<file path="config.mk">
export PLATFORM = sky130hd
export DESIGN_NAME = dmem_arbiter_flat
export DESIGN_NICKNAME = d
export VERILOG_FILES = /design/src/rtl/dmem_arbiter_pkg.sv /design/src/rtl/dmem_arbiter_if.sv /design/src/rtl/dmem_access_check.sv /design/src/rtl/dmem_arbiter.sv /design/src/flat_wrapper.sv
export SDC_FILE = /design/constraint.sdc
export NUM_CORES = 1
export LEC_CHECK = 0
export ABC_AREA = 1
export BUFFER_PORTS_ARGS = -buffer_cell sky130_fd_sc_hd__buf_2
export CAP_MARGIN = 20
export CORE_MARGIN = 2
export CORE_UTILIZATION = 43
export DETAILED_ROUTE_END_ITERATION = 8
export PLACE_DENSITY = 0.89
export SLEW_MARGIN = 20
export SYNTH_ARGS = -nofsm -noshare
export SYNTH_HDL_FRONTEND = slang
export SYNTH_SLANG_ARGS = --single-unit
</file>
<file path="constraint.sdc">
create_clock -name clk -period 2.6 [get_ports clk]
set_input_delay 0.39 -clock clk [delete_from_list [all_inputs] [get_ports clk]]
set_output_delay 0.39 -clock clk [all_outputs]
set_load 0.02 [all_outputs]
</file>
<file path="src/rtl/dmem_arbiter_pkg.sv">
// Shared types and constants for the data-memory arbiter.
// The FUNCT3_* codes are the common RISC-V load/store encodings.
package dmem_arbiter_pkg;

  localparam logic [2:0] FUNCT3_LB  = 3'b000;
  localparam logic [2:0] FUNCT3_LH  = 3'b001;
  localparam logic [2:0] FUNCT3_LW  = 3'b010;
  localparam logic [2:0] FUNCT3_LBU = 3'b100;
  localparam logic [2:0] FUNCT3_LHU = 3'b101;
  localparam logic [2:0] FUNCT3_SB  = 3'b000;
  localparam logic [2:0] FUNCT3_SH  = 3'b001;
  localparam logic [2:0] FUNCT3_SW  = 3'b010;

  // Arbiter sequencing: one IDLE cycle to accept, one ACCESS cycle on the memory port.
  typedef enum logic {
    ST_IDLE   = 1'b0,
    ST_ACCESS = 1'b1
  } state_e;

  // Request fields captured at handshake.
  typedef struct packed {
    logic [31:0] addr;
    logic [31:0] wdata;
    logic        we;
    logic [2:0]  funct3;
  } req_t;

  // Access width in bytes implied by funct3 (low two bits select B/H/W).
  function automatic logic [2:0] access_bytes(input logic [2:0] funct3);
    logic [2:0] nbytes;
    case (funct3[1:0])
      2'b00:   nbytes = 3'd1;
      2'b01:   nbytes = 3'd2;
      default: nbytes = 3'd4;
    endcase
    return nbytes;
  endfunction

  // Only the standard load/store encodings are accepted.
  function automatic logic funct3_legal(input logic we, input logic [2:0] funct3);
    logic legal;
    legal = 1'b0;
    if (we) begin
      case (funct3)
        FUNCT3_SB, FUNCT3_SH, FUNCT3_SW: legal = 1'b1;
        default:                         legal = 1'b0;
      endcase
    end else begin
      case (funct3)
        FUNCT3_LB, FUNCT3_LH, FUNCT3_LW,
        FUNCT3_LBU, FUNCT3_LHU:          legal = 1'b1;
        default:                         legal = 1'b0;
      endcase
    end
    return legal;
  endfunction

endpackage

</file>
<file path="src/rtl/dmem_arbiter_if.sv">
// Requester-side bus of the data-memory arbiter: two packed valid/ready
// request channels plus a shared registered response.
interface dmem_arbiter_if;

  logic [1:0]  req_valid;
  logic [1:0]  req_ready;
  logic [63:0] req_addr;
  logic [63:0] req_wdata;
  logic [1:0]  req_we;
  logic [5:0]  req_funct3;
  logic [1:0]  rsp_valid;
  logic [31:0] rsp_rdata;
  logic        rsp_err;

  // Requesters (core load/store path, debug/DMA port).
  modport master (
    output req_valid, req_addr, req_wdata, req_we, req_funct3,
    input  req_ready, rsp_valid, rsp_rdata, rsp_err
  );

  // Arbiter.
  modport slave (
    input  req_valid, req_addr, req_wdata, req_we, req_funct3,
    output req_ready, rsp_valid, rsp_rdata, rsp_err
  );

endinterface

</file>
<file path="src/rtl/dmem_access_check.sv">
// Combinational legality check for one data-memory access:
// alignment, address range relative to BASE_ADDR, and funct3 encoding.
module dmem_access_check
  import dmem_arbiter_pkg::*;
#(
  parameter int unsigned MEM_SIZE  = 16384,
  parameter logic [31:0] BASE_ADDR = 32'h00010000
) (
  input  logic [31:0] addr,
  input  logic [2:0]  funct3,
  input  logic        we,
  output logic        err
);

  // One extra bit so the end-of-access sum never wraps.
  localparam logic [32:0] MEM_BYTES = 33'(MEM_SIZE) * 33'd4;

  logic [2:0]  nbytes;
  logic        legal;
  logic        misaligned;
  logic        below;
  logic        above;
  logic [32:0] end_off;

  // Classify the access; any single failure flags it as an error.
  always_comb begin
    nbytes     = access_bytes(funct3);
    legal      = funct3_legal(we, funct3);
    misaligned = ((nbytes == 3'd2) && addr[0]) ||
                 ((nbytes == 3'd4) && (addr[1:0] != 2'b00));
    below      = (addr < BASE_ADDR);
    end_off    = {1'b0, addr - BASE_ADDR} + 33'(nbytes);
    above      = (end_off > MEM_BYTES);
    err        = !legal || misaligned || below || above;
  end

endmodule

</file>
<file path="src/rtl/dmem_arbiter.sv">
// Two-requester round-robin arbiter and single-port sequencer for
// data_memory. Each accepted request occupies the memory port for exactly
// one ACCESS cycle; the response is registered and pulses the cycle after.
module dmem_arbiter
  import dmem_arbiter_pkg::*;
#(
  parameter int unsigned MEM_SIZE  = 16384,
  parameter logic [31:0] BASE_ADDR = 32'h00010000
) (
  input  logic                 clk,
  input  logic                 rst_n,
  dmem_arbiter_if.slave        bus,
  output logic [31:0]          mem_addr,
  output logic [31:0]          mem_wdata,
  output logic                 mem_read,
  output logic                 mem_write,
  output logic [2:0]           mem_funct3,
  input  logic [31:0]          mem_rdata
);

  state_e      state_q, state_d;
  logic        last_grant_q, last_grant_d;
  logic        gnt_q, gnt_d;
  req_t        req_q, req_d;
  logic [1:0]  rsp_valid_q, rsp_valid_d;
  logic [31:0] rsp_rdata_q, rsp_rdata_d;
  logic        rsp_err_q, rsp_err_d;

  logic        sel;
  logic [1:0]  ready;
  logic        err;
  logic        do_read;
  logic        do_write;
  req_t        req_sel;

  // Error is derived from the latched request, so it is stable through ACCESS.
  dmem_access_check #(
    .MEM_SIZE  (MEM_SIZE),
    .BASE_ADDR (BASE_ADDR)
  ) u_check (
    .addr   (req_q.addr),
    .funct3 (req_q.funct3),
    .we     (req_q.we),
    .err    (err)
  );

  // Requester selection: sole requester wins, conflicts go to the one not granted last.
  always_comb begin
    sel = 1'b0;
    case (bus.req_valid)
      2'b01:   sel = 1'b0;
      2'b10:   sel = 1'b1;
      2'b11:   sel = ~last_grant_q;
      default: sel = 1'b0;
    endcase
    ready = '0;
    if ((state_q == ST_IDLE) && (|bus.req_valid)) begin
      ready = sel ? 2'b10 : 2'b01;
    end
    req_sel.addr   = sel ? bus.req_addr[63:32]  : bus.req_addr[31:0];
    req_sel.wdata  = sel ? bus.req_wdata[63:32] : bus.req_wdata[31:0];
    req_sel.we     = sel ? bus.req_we[1]        : bus.req_we[0];
    req_sel.funct3 = sel ? bus.req_funct3[5:3]  : bus.req_funct3[2:0];
  end

  // Next-state, memory strobes and response generation.
  always_comb begin
    state_d      = state_q;
    last_grant_d = last_grant_q;
    gnt_d        = gnt_q;
    req_d        = req_q;
    rsp_valid_d  = '0;
    rsp_rdata_d  = rsp_rdata_q;
    rsp_err_d    = rsp_err_q;
    do_read      = 1'b0;
    do_write     = 1'b0;
    case (state_q)
      ST_IDLE: begin
        if (|ready) begin
          req_d        = req_sel;
          gnt_d        = sel;
          last_grant_d = sel;
          state_d      = ST_ACCESS;
        end
      end
      ST_ACCESS: begin
        do_read     = ~req_q.we & ~err;
        do_write    = req_q.we & ~err;
        rsp_valid_d = gnt_q ? 2'b10 : 2'b01;
        rsp_rdata_d = do_read ? mem_rdata : '0;
        rsp_err_d   = err;
        state_d     = ST_IDLE;
      end
      default: state_d = ST_IDLE;
    endcase
  end

  // State and latched request; async reset also kills an in-flight store strobe.
  always_ff @(posedge clk or negedge rst_n) begin
    if (!rst_n) begin
      state_q      <= ST_IDLE;
      last_grant_q <= 1'b1;
      gnt_q        <= 1'b0;
      req_q        <= '0;
      rsp_valid_q  <= '0;
      rsp_rdata_q  <= '0;
      rsp_err_q    <= 1'b0;
    end else begin
      state_q      <= state_d;
      last_grant_q <= last_grant_d;
      gnt_q        <= gnt_d;
      req_q        <= req_d;
      rsp_valid_q  <= rsp_valid_d;
      rsp_rdata_q  <= rsp_rdata_d;
      rsp_err_q    <= rsp_err_d;
    end
  end

  assign bus.req_ready = ready;
  assign bus.rsp_valid = rsp_valid_q;
  assign bus.rsp_rdata = rsp_rdata_q;
  assign bus.rsp_err   = rsp_err_q;

  assign mem_addr   = req_q.addr;
  assign mem_wdata  = req_q.wdata;
  assign mem_funct3 = req_q.funct3;
  assign mem_read   = do_read;
  assign mem_write  = do_write;

endmodule

</file>
<file path="src/flat_wrapper.sv">
// flat-port wrapper written by rule: the top's interface ports become plain ports
module dmem_arbiter_flat import dmem_arbiter_pkg::*;
#(
  parameter int unsigned MEM_SIZE  = 16384,
  parameter logic [31:0] BASE_ADDR = 32'h00010000
)
  (clk, rst_n, mem_addr, mem_wdata, mem_read, mem_write, mem_funct3, mem_rdata, bus_req_valid, bus_req_addr, bus_req_wdata, bus_req_we, bus_req_funct3, bus_req_ready, bus_rsp_valid, bus_rsp_rdata, bus_rsp_err);
  dmem_arbiter_if bus_i ();
  input  logic clk;
  input  logic rst_n;
  output logic [31:0] mem_addr;
  output logic [31:0] mem_wdata;
  output logic mem_read;
  output logic mem_write;
  output logic [2:0] mem_funct3;
  input  logic [31:0] mem_rdata;
  input wire logic [$bits(bus_i.req_valid)-1:0] bus_req_valid;
  input wire logic [$bits(bus_i.req_addr)-1:0] bus_req_addr;
  input wire logic [$bits(bus_i.req_wdata)-1:0] bus_req_wdata;
  input wire logic [$bits(bus_i.req_we)-1:0] bus_req_we;
  input wire logic [$bits(bus_i.req_funct3)-1:0] bus_req_funct3;
  output wire logic [$bits(bus_i.req_ready)-1:0] bus_req_ready;
  output wire logic [$bits(bus_i.rsp_valid)-1:0] bus_rsp_valid;
  output wire logic [$bits(bus_i.rsp_rdata)-1:0] bus_rsp_rdata;
  output wire logic [$bits(bus_i.rsp_err)-1:0] bus_rsp_err;
  assign bus_i.req_valid = bus_req_valid;
  assign bus_i.req_addr = bus_req_addr;
  assign bus_i.req_wdata = bus_req_wdata;
  assign bus_i.req_we = bus_req_we;
  assign bus_i.req_funct3 = bus_req_funct3;
  assign bus_req_ready = bus_i.req_ready;
  assign bus_rsp_valid = bus_i.rsp_valid;
  assign bus_rsp_rdata = bus_i.rsp_rdata;
  assign bus_rsp_err = bus_i.rsp_err;
  dmem_arbiter #(.MEM_SIZE(MEM_SIZE), .BASE_ADDR(BASE_ADDR)) u_core (.clk(clk), .rst_n(rst_n), .bus(bus_i), .mem_addr(mem_addr), .mem_wdata(mem_wdata), .mem_read(mem_read), .mem_write(mem_write), .mem_funct3(mem_funct3), .mem_rdata(mem_rdata));
endmodule
</file>
==> metrics.cfg <==
[die]
ios=278
rows=43
core_um2=13900
start_util_pct=44.3
die_area_um2=15300
die_h_um=124
die_x_um=124

[critical_path]
cp-end-kind=output pin
critPathKind=flip-flop to output pin
crit_start=u_core.mem_funct3[0]
critical_path.max_fanout=4
worstSetupStartpointType=flip-flop
r2r-start=u_core.mem_funct3[1]
required_ps=2210
arrival_ps=2860

[final_layout]
area.growth.synth_to_final_pct=41.2
utilization_pct=62.6
layout-drive-gt1-share_pct=37.3
final_nets=1377
stdcell_area_um2=8720
fillers=1198
final_cells=1385

[sta]
drv_slew=0
max_freq_ghz=0.308
rsz0062_at_grt=yes
fin_ws_ps=-650
max_slew_margin_pct=62.6
setup_viol=35
min_period_over_period_pct=125
tightest_slew_ps=561
worst_clock_skew_ps=9.22
hold_viol=0
hold-worst-slack_ps=235
layout_min_cycle_time_ps=3250

[yosys]
synth.top_cells.by_count=nand2_1, dfrtp_1, nand3_1, nor2_1, inv_1
synthDistinctLibCells=33
netlist_area_um2=6180
ys_warn_count=0
synthFlopType=dfrtp_1
yosysTopAreaCell=dfrtp_1
synth.net_count=1044
yosysTopAreaCellShare_pct=42.5
ys_ff_latch=106
synth.most_common_cell=nand2_1
seq_area_frac_synth_pct=43.0
synthCells=867
synth_edf_count=0
syn_avg_cell_area_um2=7.13
ys_top_cells_by_area=dfrtp_1, nand2_1, nand3_1, nand4_1, nor2_1
synthArstFlopShare_pct=100

[clock_tree]
clkLatencyLatePin_ps=360
cts_buffers=9
root_buffer=clkbuf_16
cts_tree=built
htreeDepth=3
clkSlewWorstSetupHoldPaths_ps=70
clock_sinks=106
cts.path.max_buffers=2

[detailed_routing]
met3WireLength_um=1160
route.vias.total=7000
wl_um=20300
top_layer=met4
antenna_left=0
wl_met1_um=8130
dr.pass1.iters=4
remaining_drc_errors=0
wire_per_inst_um=14.6
wl_met2_um=10200
drt_iter0_drc=412
viasPerCell=5.05

[power_and_ir_drop]
powerDensity_nw_per_um2=704
ir_worst_vdd_uv=415
p_leak_nw=4.83
finalPower_mw=6.14

[global_route]
overflow=0
grt_first_pass_wirelength_um=31800
grt_usage_pct=26.6
grt_max_degree=57
antenna_found_initial=0
grt_pass1_vias=6642

[placement]
place_inst=1363
gp_congestion=0.948
dp_hpwl_um=15600
placed_area_um2=8270
io_buffers=277

[worst_hold_path]
min_path_type=input port to flip-flop
min_from=bus_req_wdata[15]

[outcome]
status=finished, violations left
violations=setup timing

[run]
cap_violations=0

==> path summary, 6_finish.rpt <==
kind                                                 end  cells past startpoint  slack [ps]
worst min-delay path                u_core.mem_wdata[15]                      3         240
worst min register to register       u_core.last_grant_q                      2         470
worst max-delay path                           mem_write                     20        -650
worst max register to register  u_core.bus.rsp_rdata[27]                     17        -220
max in group asynchronous           u_core.mem_funct3[1]                      3        1330
min in group asynchronous       u_core.bus.rsp_rdata[28]                      2         540
==> power breakdown <==
part	switching [mW]	leakage, nW	internal [mW]
logic	1.59	3.35	0.998
clock network	0.642	0.141	0.774
registers	0.234	1.34	1.90
total	2.47	4.83	3.67
==> cells in the final DEF (no fill, tap or decap), types with 2 or more instances in the layout <==
cell	count
nand2_4	5
xor2_1	7
clkbuf_16	9
a21oi_1	3
nand2_2	15
nand3_2	4
inv_2	12
nand3_1	80
nor2_2	11
clkinvlp_4	2
nor2_8	2
buf_6	3
buf_2	274
nand2_1	388
ha_4	3
xnor2_1	2
nor2_1	44
nand4_1	39
nor3_1	3
inv_1	51
dfrtp_2	2
nor2_4	16
clkinv_1	2
nand3_4	2
buf_4	77
o211ai_1	25
o21ai_1	3
dfrtp_1	103
o21ai_0	2
==> metrics by stage <==
stage	TNS [ps]	setup WS [ps]
6_report	-7100	-650
5_1_grt	-14830	-845
4_1_cts	-7040	-649
3_5_place_dp	-4860	-324
3_3_place_gp	-3120	-275
2_1_floorplan	-314	-183
==> layer usage <==
layer	GRT usage (%)	up-vias
li1	-	3436
met5	0	-
met1	32.4	3224
met4	12.6	0
met2	45.8	284
met3	4.35	56
==> registers in the layout, indices dropped and copies added (netlist names) <==
register and flops:
u_core.bus.rsp_err 1, u_core.mem_addr 32, u_core.gnt_q 1, u_core.bus.rsp_valid 2, u_core.mem_funct3 3, u_core.bus.rsp_rdata 32, u_core.mem_wdata 32, u_core.last_grant_q 1
u_core.state_q 1, u_core.req_q 1
==> worst max-delay path, stage by stage (launching register included) <==
cell	delay [ps]
dfrtp_2	430
nor2_4	60
ha_4	170
fa_2	390
nand3_2	90
nand2_2	70
nand2_4	110
nor2_4	40
buf_4	130
nand2_1	60
nand2_1	40
nand2_1	50
nand2_1	40
nor2_1	80
nand2_1	70
nor2_2	110
nand2_2	100
nor2_8	140
nand3_4	90
nor2_4	120
buf_6	120
==> logic make-up (layout without fill, tap and decap cells) <==
group,count (synthesis),count (layout),synth area share [%]
xor+xnor,9,9,1.28
other cells,0,1,0
fa+ha+maj,5,5,1.13
compound gates,36,36,3.97
simple gates,612,612,43.9
buf+inv,99,436,6.80
flops,106,106,43.0
==> final cells by class <==
cell class	count	area, µm²	share of cell area (%)
clock inverters	5	62.6	0.717
inverters	65	244	2.80
clock buffers	10	239	2.74
repair buffers	356	2010	23.1
flip-flops and latches	106	2660	30.5
well taps	180	225	2.58
multi-input cells	662	3280	37.6
diodes	1	2.50	0.0287
==> repair_timing <==
| action | in CTS | in global routing |
|---|---|---|
| pin swaps | 22 | 20 |
| setup buffers | 3 | 3 |
| hold endpoints to repair | 12 | 0 |
| hold buffers | 1 | 0 |
| gates resized for setup | 16 | 10 |
| setup endpoints to repair | 34 | 35 |
No activity file was read; power rests on OpenSTA's default activity.
